**src/rtl/alu_ctl_pkg.sv**
```systemverilog
// alu_ctl_pkg: shared definitions for the bit-serial ALU controller and its bench.
//   ALU_WIDTH_DEFAULT : default operand/result width
//   OP_*              : 4-bit operation codes {Ainvert, Binvert, op[1:0]}
//   state_t           : controller FSM state encoding
//   is_legal_op()     : 1 when a code is one of the seven supported operations
//   is_arith_op()     : 1 for ADD/SUB, the only ops that report carry/overflow
package alu_ctl_pkg;

  localparam int ALU_WIDTH_DEFAULT = 8;

  localparam logic [3:0] OP_AND  = 4'b0000;
  localparam logic [3:0] OP_OR   = 4'b0001;
  localparam logic [3:0] OP_ADD  = 4'b0010;
  localparam logic [3:0] OP_SUB  = 4'b0110;
  localparam logic [3:0] OP_SLT  = 4'b0111;
  localparam logic [3:0] OP_NOR  = 4'b1100;
  localparam logic [3:0] OP_NAND = 4'b1101;

  typedef enum logic [1:0] {
    ST_IDLE = 2'b00,
    ST_RUN  = 2'b01,
    ST_DONE = 2'b10
  } state_t;

  function automatic logic is_legal_op(input logic [3:0] ctl);
    logic legal;
    case (ctl)
      OP_AND, OP_OR, OP_ADD, OP_SUB, OP_SLT, OP_NOR, OP_NAND: legal = 1'b1;
      default:                                               legal = 1'b0;
    endcase
    return legal;
  endfunction

  function automatic logic is_arith_op(input logic [3:0] ctl);
    logic arith;
    case (ctl)
      OP_ADD, OP_SUB: arith = 1'b1;
      default:        arith = 1'b0;
    endcase
    return arith;
  endfunction

endpackage

```
**src/rtl/ALU_1bit.sv**
```systemverilog
// ALU_1bit: combinational 1-bit ALU slice (AND / OR / ADD / LESS select).
//   i_a, i_b             : operand bits
//   i_ainvert, i_binvert : invert operand before use
//   i_cin                : carry in
//   i_less               : value passed through when op = 11 (SLT)
//   i_op                 : 00 AND, 01 OR, 10 ADD, 11 LESS
//   o_result             : selected result bit
//   o_cout               : adder carry out
//   o_set                : adder sum bit (sign bit when used as the MSB slice)
//   o_overflow           : signed overflow, meaningful only on the MSB slice
module ALU_1bit (
  input  logic       i_a,
  input  logic       i_b,
  input  logic       i_ainvert,
  input  logic       i_binvert,
  input  logic       i_cin,
  input  logic       i_less,
  input  logic [1:0] i_op,
  output logic       o_result,
  output logic       o_cout,
  output logic       o_set,
  output logic       o_overflow
);

  logic w_aa;
  logic w_bb;
  logic w_sum;

  assign w_aa       = i_a ^ i_ainvert;
  assign w_bb       = i_b ^ i_binvert;
  assign w_sum      = w_aa ^ w_bb ^ i_cin;
  assign o_cout     = (w_aa & w_bb) | (w_aa & i_cin) | (w_bb & i_cin);
  assign o_set      = w_sum;
  assign o_overflow = i_cin ^ o_cout;

  // Result multiplexer selected by the low two op bits.
  always_comb begin
    o_result = 1'b0;
    case (i_op)
      2'b00:   o_result = w_aa & w_bb;
      2'b01:   o_result = w_aa | w_bb;
      2'b10:   o_result = w_sum;
      2'b11:   o_result = i_less;
      default: o_result = 1'b0;
    endcase
  end

endmodule

```
**src/rtl/alu_serial_ctrl.sv**
```systemverilog
// alu_serial_ctrl: WIDTH-bit ALU evaluated LSB first, one bit per clock,
// through a single ALU_1bit slice.
//   clk, rst                 : clock, asynchronous active-high reset
//   start, alu_ctl, a, b     : request and operands, sampled in IDLE/DONE
//   busy                     : high while bits are being processed
//   done                     : one-cycle pulse when result is updated
//   result, zero             : result and result==0, held between operations
//   overflow, c_out          : MSB-slice signed overflow / carry, ADD/SUB only
module alu_serial_ctrl
  import alu_ctl_pkg::*;
#(
  parameter int WIDTH = ALU_WIDTH_DEFAULT
) (
  input  logic             clk,
  input  logic             rst,
  input  logic             start,
  input  logic [3:0]       alu_ctl,
  input  logic [WIDTH-1:0] a,
  input  logic [WIDTH-1:0] b,
  output logic             busy,
  output logic             done,
  output logic [WIDTH-1:0] result,
  output logic             zero,
  output logic             overflow,
  output logic             c_out
);

  localparam int CW = (WIDTH > 1) ? $clog2(WIDTH) : 1;
  localparam logic [CW-1:0] LAST_BIT = CW'(WIDTH - 1);

  state_t           r_state;
  logic [CW-1:0]    r_cnt;
  logic             r_carry;
  logic [3:0]       r_ctl;
  logic [WIDTH-1:0] r_a_sh;
  logic [WIDTH-1:0] r_b_sh;
  logic [WIDTH-1:0] r_res_sh;

  logic             w_slice_res;
  logic             w_slice_cout;
  logic             w_slice_set;
  logic             w_slice_ovf;
  logic [WIDTH-1:0] w_res_next;
  logic [WIDTH-1:0] w_final;
  logic             w_ovf_final;
  logic             w_cout_final;

  // Less input is tied low: SLT fixes up bit 0 at the final edge instead,
  // since the sign of a-b is only known once the MSB slice has run.
  ALU_1bit u_slice (
    .i_a        (r_a_sh[0]),
    .i_b        (r_b_sh[0]),
    .i_ainvert  (r_ctl[3]),
    .i_binvert  (r_ctl[2]),
    .i_cin      (r_carry),
    .i_less     (1'b0),
    .i_op       (r_ctl[1:0]),
    .o_result   (w_slice_res),
    .o_cout     (w_slice_cout),
    .o_set      (w_slice_set),
    .o_overflow (w_slice_ovf)
  );

  // New slice bit enters at the top, so after WIDTH shifts bit 0 is the LSB.
  assign w_res_next = {w_slice_res, r_res_sh[WIDTH-1:1]};

  // Final result and flags, valid while the MSB slice is being processed.
  always_comb begin
    w_final      = w_res_next;
    w_ovf_final  = 1'b0;
    w_cout_final = 1'b0;
    if (!is_legal_op(r_ctl)) begin
      w_final = '0;
    end else if (r_ctl == OP_SLT) begin
      w_final = {{(WIDTH-1){1'b0}}, w_slice_set};
    end else if (is_arith_op(r_ctl)) begin
      w_ovf_final  = w_slice_ovf;
      w_cout_final = w_slice_cout;
    end else begin
      w_final = w_res_next;
    end
  end

  // Controller FSM with operand/result shift registers and registered outputs.
  always_ff @(posedge clk or posedge rst) begin
    if (rst) begin
      r_state  <= ST_IDLE;
      r_cnt    <= '0;
      r_carry  <= 1'b0;
      r_ctl    <= 4'b0000;
      r_a_sh   <= '0;
      r_b_sh   <= '0;
      r_res_sh <= '0;
      busy     <= 1'b0;
      done     <= 1'b0;
      result   <= '0;
      zero     <= 1'b1;
      overflow <= 1'b0;
      c_out    <= 1'b0;
    end else begin
      case (r_state)
        ST_IDLE, ST_DONE: begin
          done <= 1'b0;
          if (start) begin
            r_state  <= ST_RUN;
            r_ctl    <= alu_ctl;
            r_a_sh   <= a;
            r_b_sh   <= b;
            r_res_sh <= '0;
            r_cnt    <= '0;
            // Binvert doubles as the +1 of two's-complement subtraction.
            r_carry  <= alu_ctl[2];
            busy     <= 1'b1;
          end else begin
            r_state <= ST_IDLE;
          end
        end
        ST_RUN: begin
          r_a_sh   <= {1'b0, r_a_sh[WIDTH-1:1]};
          r_b_sh   <= {1'b0, r_b_sh[WIDTH-1:1]};
          r_res_sh <= w_res_next;
          r_carry  <= w_slice_cout;
          if (r_cnt == LAST_BIT) begin
            r_state  <= ST_DONE;
            r_cnt    <= '0;
            busy     <= 1'b0;
            done     <= 1'b1;
            result   <= w_final;
            zero     <= (w_final == '0);
            overflow <= w_ovf_final;
            c_out    <= w_cout_final;
          end else begin
            r_cnt <= r_cnt + CW'(1);
          end
        end
        default: begin
          r_state <= ST_IDLE;
          busy    <= 1'b0;
          done    <= 1'b0;
        end
      endcase
    end
  end

endmodule

```
**config.mk**
```make
export PLATFORM = sky130hd
export DESIGN_NAME = alu_serial_ctrl
export DESIGN_NICKNAME = d
export VERILOG_FILES = /design/src/rtl/alu_ctl_pkg.sv /design/src/rtl/ALU_1bit.sv /design/src/rtl/alu_serial_ctrl.sv
export SDC_FILE = /design/constraint.sdc
export NUM_CORES = 1
export LEC_CHECK = 0
export CAP_MARGIN = 20
export CELL_PAD_IN_SITES_DETAIL_PLACEMENT = 1
export CELL_PAD_IN_SITES_GLOBAL_PLACEMENT = 2
export CORE_MARGIN = 5
export CORE_UTILIZATION = 32
export DETAILED_ROUTE_END_ITERATION = 8
export PLACE_DENSITY_LB_ADDON = 0.12
export SYNTH_ARGS = -nofsm -noshare
export SYNTH_HDL_FRONTEND = slang
export SYNTH_SLANG_ARGS = --single-unit
```
**constraint.sdc**
```tcl
create_clock -name clk -period 2.5 [get_ports clk]
set_input_delay 0.25 -clock clk [delete_from_list [all_inputs] [get_ports clk]]
set_output_delay 0.25 -clock clk [all_outputs]
set_load 0.05 [all_outputs]
```
Word level (Yosys, flattened, before mapping)
Cells that the tools add are included.
Widths: inputs -> output; s select.

word-level totals
  register bits = 47
  bits of input ports = 23
  output and inout port bits = 13
  logic and storage cells = 83

cells by class
  $add $sub $neg = 1
  eq/ne operators = 14
  multiplexer cells = 32
  bitwise gates (word level) = 11
  reductions and logical operators = 12

operators with widths
  operator             count
  $pmux 8 s2           3
  $mux 8               5
  $mux 1               16
  $eq 4x3->1 const B   2
  $eq 4x4->1 const B   2
  $logic_not 8->1      1
  $reduce_and 2->1     4
  $reduce_or 7->1      1
  $eq 2x2->1 const B   3
  $mux 3               2
  $pmux 3 s2           1
  $xor 1x1->1          5
  $eq 2x1->1 const B   2
  $eq 4x1->1 const B   1
  $eq 4x2->1 const B   1
  $logic_not 2->1      2
  $logic_not 4->1      1
  $ne 2x2->1 const B   2
  $pmux 1 s2           2
  $pmux 1 s4           1
  $pmux 2 s2           1
  $reduce_or 2->1      2
  $add 3x1->3 const B  1
  $and 1x1->1          3
  other kinds (4)      6

Longest topological paths before layout
Gate-level depths: netlist of run 1.

  word-level depth = 8
  depth in mapped cells = 7
  mapped depth without buffers = 7

Hierarchy
Synthesis of run 1 repeated with hierarchy kept, for this count alone.

second synthesis, totals
  cells, all modules = 190
  area, all modules = 1976.9 um2

by module, submodules not included
  module           instances  cells each  area each (um2)  seq. area each (um2)
  alu_serial_ctrl  1          177         1860.5           1127.3
  ALU_1bit         1          13          116.4            0.0

Worst setup path before layout of run 1
No wires, ideal clock.

  path kind = reg-to-reg
  start point = reg r_ctl[3]
  end point = reg result[0]
  setup time = 0.125 ns
  data arrival time = 1.848 ns
  required time = 2.375 ns
  path slack = 0.527 ns
  stages on the path, launching flop included = 8
  path buffers = 0
  clock period less this slack = 1.973 ns
  path through = dfrtp_1 > xor2_1 > inv_1 > fa_1 > and4b_1 > a21oi_1 > o21ai_1 > mux2_2

on the way
  longest elaborated chain between the ends = 5
  elaborated cells on any way between the ends = 14
  those cells by class = eq/ne (6); mux (3); bitwise (3); reduce/logical (2)

RTL lines
  element                                                                  RTL line                text
  from (decl)                                                              alu_serial_ctrl.sv:34   logic [3:0] r_ctl;
  from (signal assigned)                                                   alu_serial_ctrl.sv:106  r_ctl <= alu_ctl;
  parallel branches: the longest is 4 deep, another holds $reduce_or 7->1  -
  $mux 8 (*)                                                               alu_serial_ctrl.sv:72   if (!is_legal_op(r_ctl)) begin
  to (signal assigned)                                                     alu_serial_ctrl.sv:128  result <= w_final;
  to (decl)                                                                alu_serial_ctrl.sv:22   output logic [WIDTH-1:0] result,

Every way passes the cells marked *.
A chain may end at the register's enable or synchronous reset.

Worst setup path after layout of run 1
Ends and elaborated chain as after synthesis.

==> results of run 1 <==
-- placed cells by master, fill, tap and decap left out, drive strengths merged, types with 4 or more instances in the layout --
cell type	count
nor2	16
nor2b	4
dfrtp	44
clkbuf	6
buf	6
o21ai	13
clkdlybuf4s50	35
ha	4
a22o	10
inv	5
nand2	60
a31oi	14
-- routing by layer --
layer / vias to the layer above / part of all wire / global-route usage
li1: 773 / - / -
met1: 738 / 0.48 / 0.1476
met3: 7 / 0.045 / 0.03255
met4: 0 / 0.011 / 0.03401
met2: 28 / 0.46 / 0.1945
met5: - / 0 / 0
-- flip-flops by register name (all words and copies together) (netlist names) --
register and count:
overflow 1, r_ctl 4, r_b_sh 8, r_cnt 3
r_carry 1, result 8, r_a_sh 8, c_out 1
zero 1, busy 1, r_res_sh 7, done 1
r_state 1
-- final timing paths --
path                       depth (start not counted)             startpoint  slack, ns                    end
setup / recovery                                   7   r_ctl[3]$_DFFE_PP0P_       0.38  result[0]$_DFFE_PP0P_
hold / removal                                     2                    rst       0.24   r_cnt[1]$_DFFE_PP0P_
setup reg to reg                                   7   r_ctl[3]$_DFFE_PP0P_       0.38  result[0]$_DFFE_PP0P_
hold reg to reg                                    2  result[3]$_DFFE_PP0P_       0.48  result[3]$_DFFE_PP0P_
max in group asynchronous                          3                    rst       1.64       zero$_DFFE_PP1P_
min in group clk                                   2  result[3]$_DFFE_PP0P_       0.48  result[3]$_DFFE_PP0P_
-- area by class of cell --
type / count / area [um2] / share of cell area
sequential: 45 / 1127 / 0.4342
tap: 77 / 96.34 / 0.03711
multi-input combinational: 145 / 834.6 / 0.3214
inverter: 6 / 22.52 / 0.008675
clock buffer: 6 / 82.58 / 0.03181
timing repair buffer: 41 / 395.4 / 0.1523
clock inverter: 2 / 37.54 / 0.01446
-- logic make-up (layout without fill, tap and decap cells) --
family	Yosys count	after routing	synth area share
buffers and inverters	17	55	0.03508
adders and majority gates	5	5	0.03446
DFF	45	45	0.5545
and+or+nand+nor	89	89	0.1889
AOI/OAI and AO/OA	45	45	0.1594
muxes	2	2	0.01046
xor gates and xnor gates	4	4	0.01723
-- metrics by stage --
step           hold WS (ns)  power, W
2_1_floorplan        0.3554  0.002585
3_3_place_gp         0.4630  0.003055
3_5_place_dp         0.4716  0.003094
4_1_cts              0.2450  0.003684
5_1_grt              0.2762  0.003922
6_report             0.2399  0.003601
-- report_power, final --
group	switching, W	internal, W
Combinational	0.00101	0.000701
Sequential	0.000249	0.00106
Clock	0.000250	0.000325
-- worst max-delay path: stages (launching register included) --
cell and delay, ns:
dfrtp_1 0.45, xor2_1 0.23, inv_1 0.11, fa_1 0.53, and4b_1 0.19, a21oi_1 0.12
o21ai_1 0.11, mux2_2 0.27
==> run metrics, run 1 <==
die area 0.008048 mm2; clock buffer depth 2; post_cts resized 0; largest net degree at the start of global routing 33; Via Count between 1500 and 2000; GR Util All Layers 0.1169; post-synth top area share 0.5415; FP Rows 29; RSZ-0062 raised after global routing no; Final nets about 270; clk root buf clkbuf_8; Critical Path RT between 2 and 3 ns; critical-path maximum fanout 6; final hold vios 0; Routed Antenna Nets 0; Setup crit start kind flop; CTS Buf Count 5; largest area contributor in the netlist dfrtp_1; Chip Height 89.71 um; initial antenna violation count 0; max-cap viol count 0; fin util 0.4136; drt first pass iters 2; worst vdd ir between 500 and 600 uV; Least-Margin Pin Slew 0.7431 ns; clk sinks 45; FMAX 472.5 MHz; period utilisation layout 0.8466; Syn Inst Count 207; commonest cells in the netlist nand2_1, dfrtp_1, nor2_1; Worst-Skew Late Latency 0.30 ns; crit end category flop; # Post-CTS Setup Buffers 0; syn avg cell area 9.822 um2; Hold Buf Count CTS 0; post-synth net total 235; Post-Syn Area 0.002033 mm2; fraction of registers with async set/reset 1.000; count leader, synth nand2_1; PwrDens ~1400 mW/mm2; Ys Warns 0; final slew viol count 0; vias in the first global route 1681; Crit Path Class reg2reg; Die X 89.71 um; WP data arrival 2.30 ns; clk slew on worst S/H paths approximately 0.09 ns; WL/cell 13.69 um; Min Clock Period, post-route 2.116 ns; placed cells 314; GPL Wtd Cong 0.7082; top_reg_cell synth dfrtp_1; CTS tree built; initial core utilization 0.3239; #FFs+latches synth 45; sequential share of the synthesized area 0.5545; share of cells above drive strength 1 0.09796; Area Growth Syn to Fin 27.69%; Post-Place Cell Area 0.002476 mm2; Worst Skew just under 0.01 ns; I/O Pins 36; total wire length around 4400 um; total grt overflow 0; endpoints failing setup 0; H-tree lvl count 2; drc violations 0; global-route wire length before repair 7852 um; dpl ws approximately 0.38 ns; Fillers 724; Final Non-Filler Cells roughly 320; post-DP HPWL 3208 um; status finished, final reports clean; worst rel slew slack 0.5046; Unique masters post-synth 35; Port Buffer Count 35; setup TNS 0 ns; LEAKAGE approximately 1.2 nW; total core area 0.006277 mm2; Final WS setup 0.3835 ns; EDFF count, synth 0; Avg Vias per Cell 4.801; Initial DRC Count 47; final std cell area, no fill 0.002596 mm2; ranking of synthesized cells by area dfrtp_1, nand2_1, a31oi_1; HP Class in2async; Antenna Cells 0
Note: power is estimated with default switching activity, not from simulation.
==> run 2, diff against run 1 <==
clock period = 2.1 ns   (was 2.5 ns; I/O delays follow)
==> run 2 against run 1 <==
Compared with the run above:
- count of clock-buffer cells in the layout up 1
- clock power fell by 10%
- non-clock buffer count is 3 higher
- worst hold slack worse by 0.039 ns
- power rose by 18%
- sequential share of layout area decreased by 0.39 points
- clock skew decreased by 0.0018 ns
- routed wire length increased by 1.6%
- register-to-register slack got worse by 0.27 ns
- critical endpoint unchanged
- largest cell class unchanged
==> run metrics, run 2 (synthesis gave the netlist of run 1 again) <==
status finished, final reports clean; Min Clock Period, post-route 1.989 ns (-0.1278 ns); clk root buf clkbuf_8; Avg Vias per Cell 4.794 (-0.15%); routed wl met3 218 um (+10%); DR WL met2 2112 um (+3.7%); share of cells above drive strength 1 0.1089 (+0.01091); endpoints failing setup 0 (unchanged); largest net degree at the start of global routing 32 (-3.0%); clock buffer depth 2 (unchanged); WP data arrival 2.17 ns (-0.13 ns); CTS tree built; Area Growth Syn to Fin 28.86%; Final WS setup 0.1113 ns (-0.2722 ns); Pwr Total 0.004235 W (+18%); most frequent cells in the layout nand2_1, dfrtp_1, clkdlybuf4s50_1; WL/cell 13.78 um (+0.67%); worst rel slew slack 0.6209 (+0.1163); drc violations 0 (unchanged); Final nets 275 (+1.1%); drt first pass iters 4 (+2); Via Count 1558 (+0.78%); initial core utilization 0.3239 (unchanged); Routed Antenna Nets 0 (unchanged); Worst-Skew Late Latency 0.30 ns (about the same); Antenna Cells 0 (unchanged); H-tree lvl count 2 (unchanged); die area 0.008048 mm2 (unchanged); total wire length 4479 um (+1.6%); Port Buffer Count 35 (unchanged); initial antenna violation count 0 (unchanged); Least-Margin Pin Slew 0.5652 ns (-0.1779 ns); GR Util All Layers 0.1192 (+0.002334); dpl ws 0.09342 ns (-0.2824 ns); clk sinks 45 (unchanged); GPL Wtd Cong 0.7167 (+1.2%); setup TNS 0 ns (unchanged); final std cell area, no fill 0.002620 mm2 (+0.92%); post-DP HPWL 3169 um (-1.2%); critical-path maximum fanout 2 (-4); Metal-1 WL 2068 um (-2.5%); commonest non-fill, non-tap cell in the layout nand2_1; clk slew on worst S/H paths 0.09 ns (about the same); HP Class in2async; total core area 0.006277 mm2 (unchanged); crit end category flop; vias in the first global route 1624 (-3.4%); LEAKAGE 1.170 nW (+1.2%); Chip Height 89.71 um (unchanged); global-route wire length before repair 7859 um (about the same); Crit Path Class reg2reg; period utilisation layout 0.9470 (+0.1004); total grt overflow 0 (unchanged); FP Rows 29 (unchanged); Post-Place Cell Area 0.002509 mm2 (+1.3%); worst reg2reg path depth 7 (unchanged); CTS Buf Count 5 (unchanged); largest registers r_a_sh x8, r_b_sh x8, result x8; final slew viol count 0 (unchanged); Initial DRC Count 47 (unchanged); Die X 89.71 um (unchanged); I/O Pins 36 (unchanged); RSZ-0062 raised after global routing no; max-cap viol count 0 (unchanged); final hold vios 0 (unchanged); Worst Skew 0.007967 ns (-0.001784 ns); worst vdd ir 756.2 uV (+38%); Critical Path RT 2.28 ns (-0.40 ns); top layer in use met4; FMAX 502.8 MHz (+6.4%); PwrDens 1617 mW/mm2 (+17%); Setup crit start kind flop
## run 2: routing by layer
| layer | global-route usage | vias up |
|---|---|---|
| li1 | - | 776 |
| met3 | 0.03255 | 7 |
| met4 | 0.04912 | 0 |
| met5 | 0 | - |
| met2 | 0.1933 | 30 |
| met1 | 0.1494 | 745 |
## run 2: power breakdown
group | switching [W] | internal [W]
clock | 0.000284 | 0.000234
combinational | 0.00123 | 0.000924
sequential | 0.000295 | 0.00126
total | 0.00181 | 0.00242
## run 2: critical path: stages, from the launching register on
cell	delay, ns
dfrtp_1	0.41
xor2_2	0.19
inv_1	0.09
fa_1	0.52
and4b_1	0.19
a21oi_1	0.11
o21ai_1	0.10
mux2_2	0.27
## run 2: path summary, 6_finish.rpt
kind	start	to	slack [ns]
min in group clk	alu_ctl[1]	r_ctl[1]$_DFFE_PP0P_	0.45
worst max-delay path	r_a_sh[0]$_DFFE_PP0P_	result[0]$_DFFE_PP0P_	0.11
worst max register to register	r_a_sh[0]$_DFFE_PP0P_	result[0]$_DFFE_PP0P_	0.11
worst min register to register	result[1]$_DFFE_PP0P_	result[1]$_DFFE_PP0P_	0.48
worst min-delay path	rst	result[4]$_DFFE_PP0P_	0.20
max in group asynchronous	rst	r_a_sh[2]$_DFFE_PP0P_	1.39
## run 2: area by class of cell
class | instances | area [um2]
sequential | 45 | 1127
multi-input combinational | 145 | 849.6
clock buffer | 7 | 76.32
tap | 77 | 96.34
inverter | 6 | 22.52
timing repair buffer | 44 | 442.9
fill | 719 | 3657
clock inverter | 1 | 5.005
## run 2: timing repair
action | 4_1_cts | 5_1_grt
gates resized for setup | 0 | 2
hold buffers | 0 | 0
buffers inserted | 0 | 2
endpoints found under the setup margin | 0 | 1
## run 2: through the flow
| stage | std cells | hold slack (ns) | utilization |
|---|---|---|---|
| after floorplan | 207 | 0.3154 | - |
| after global placement | 315 | 0.4614 | 0.3996 |
| after detailed placement | 315 | 0.4723 | 0.3996 |
| after CTS | 323 | 0.2137 | 0.4126 |
| after global routing | 325 | 0.2477 | 0.4174 |
| final | 325 | 0.2007 | 0.4174 |
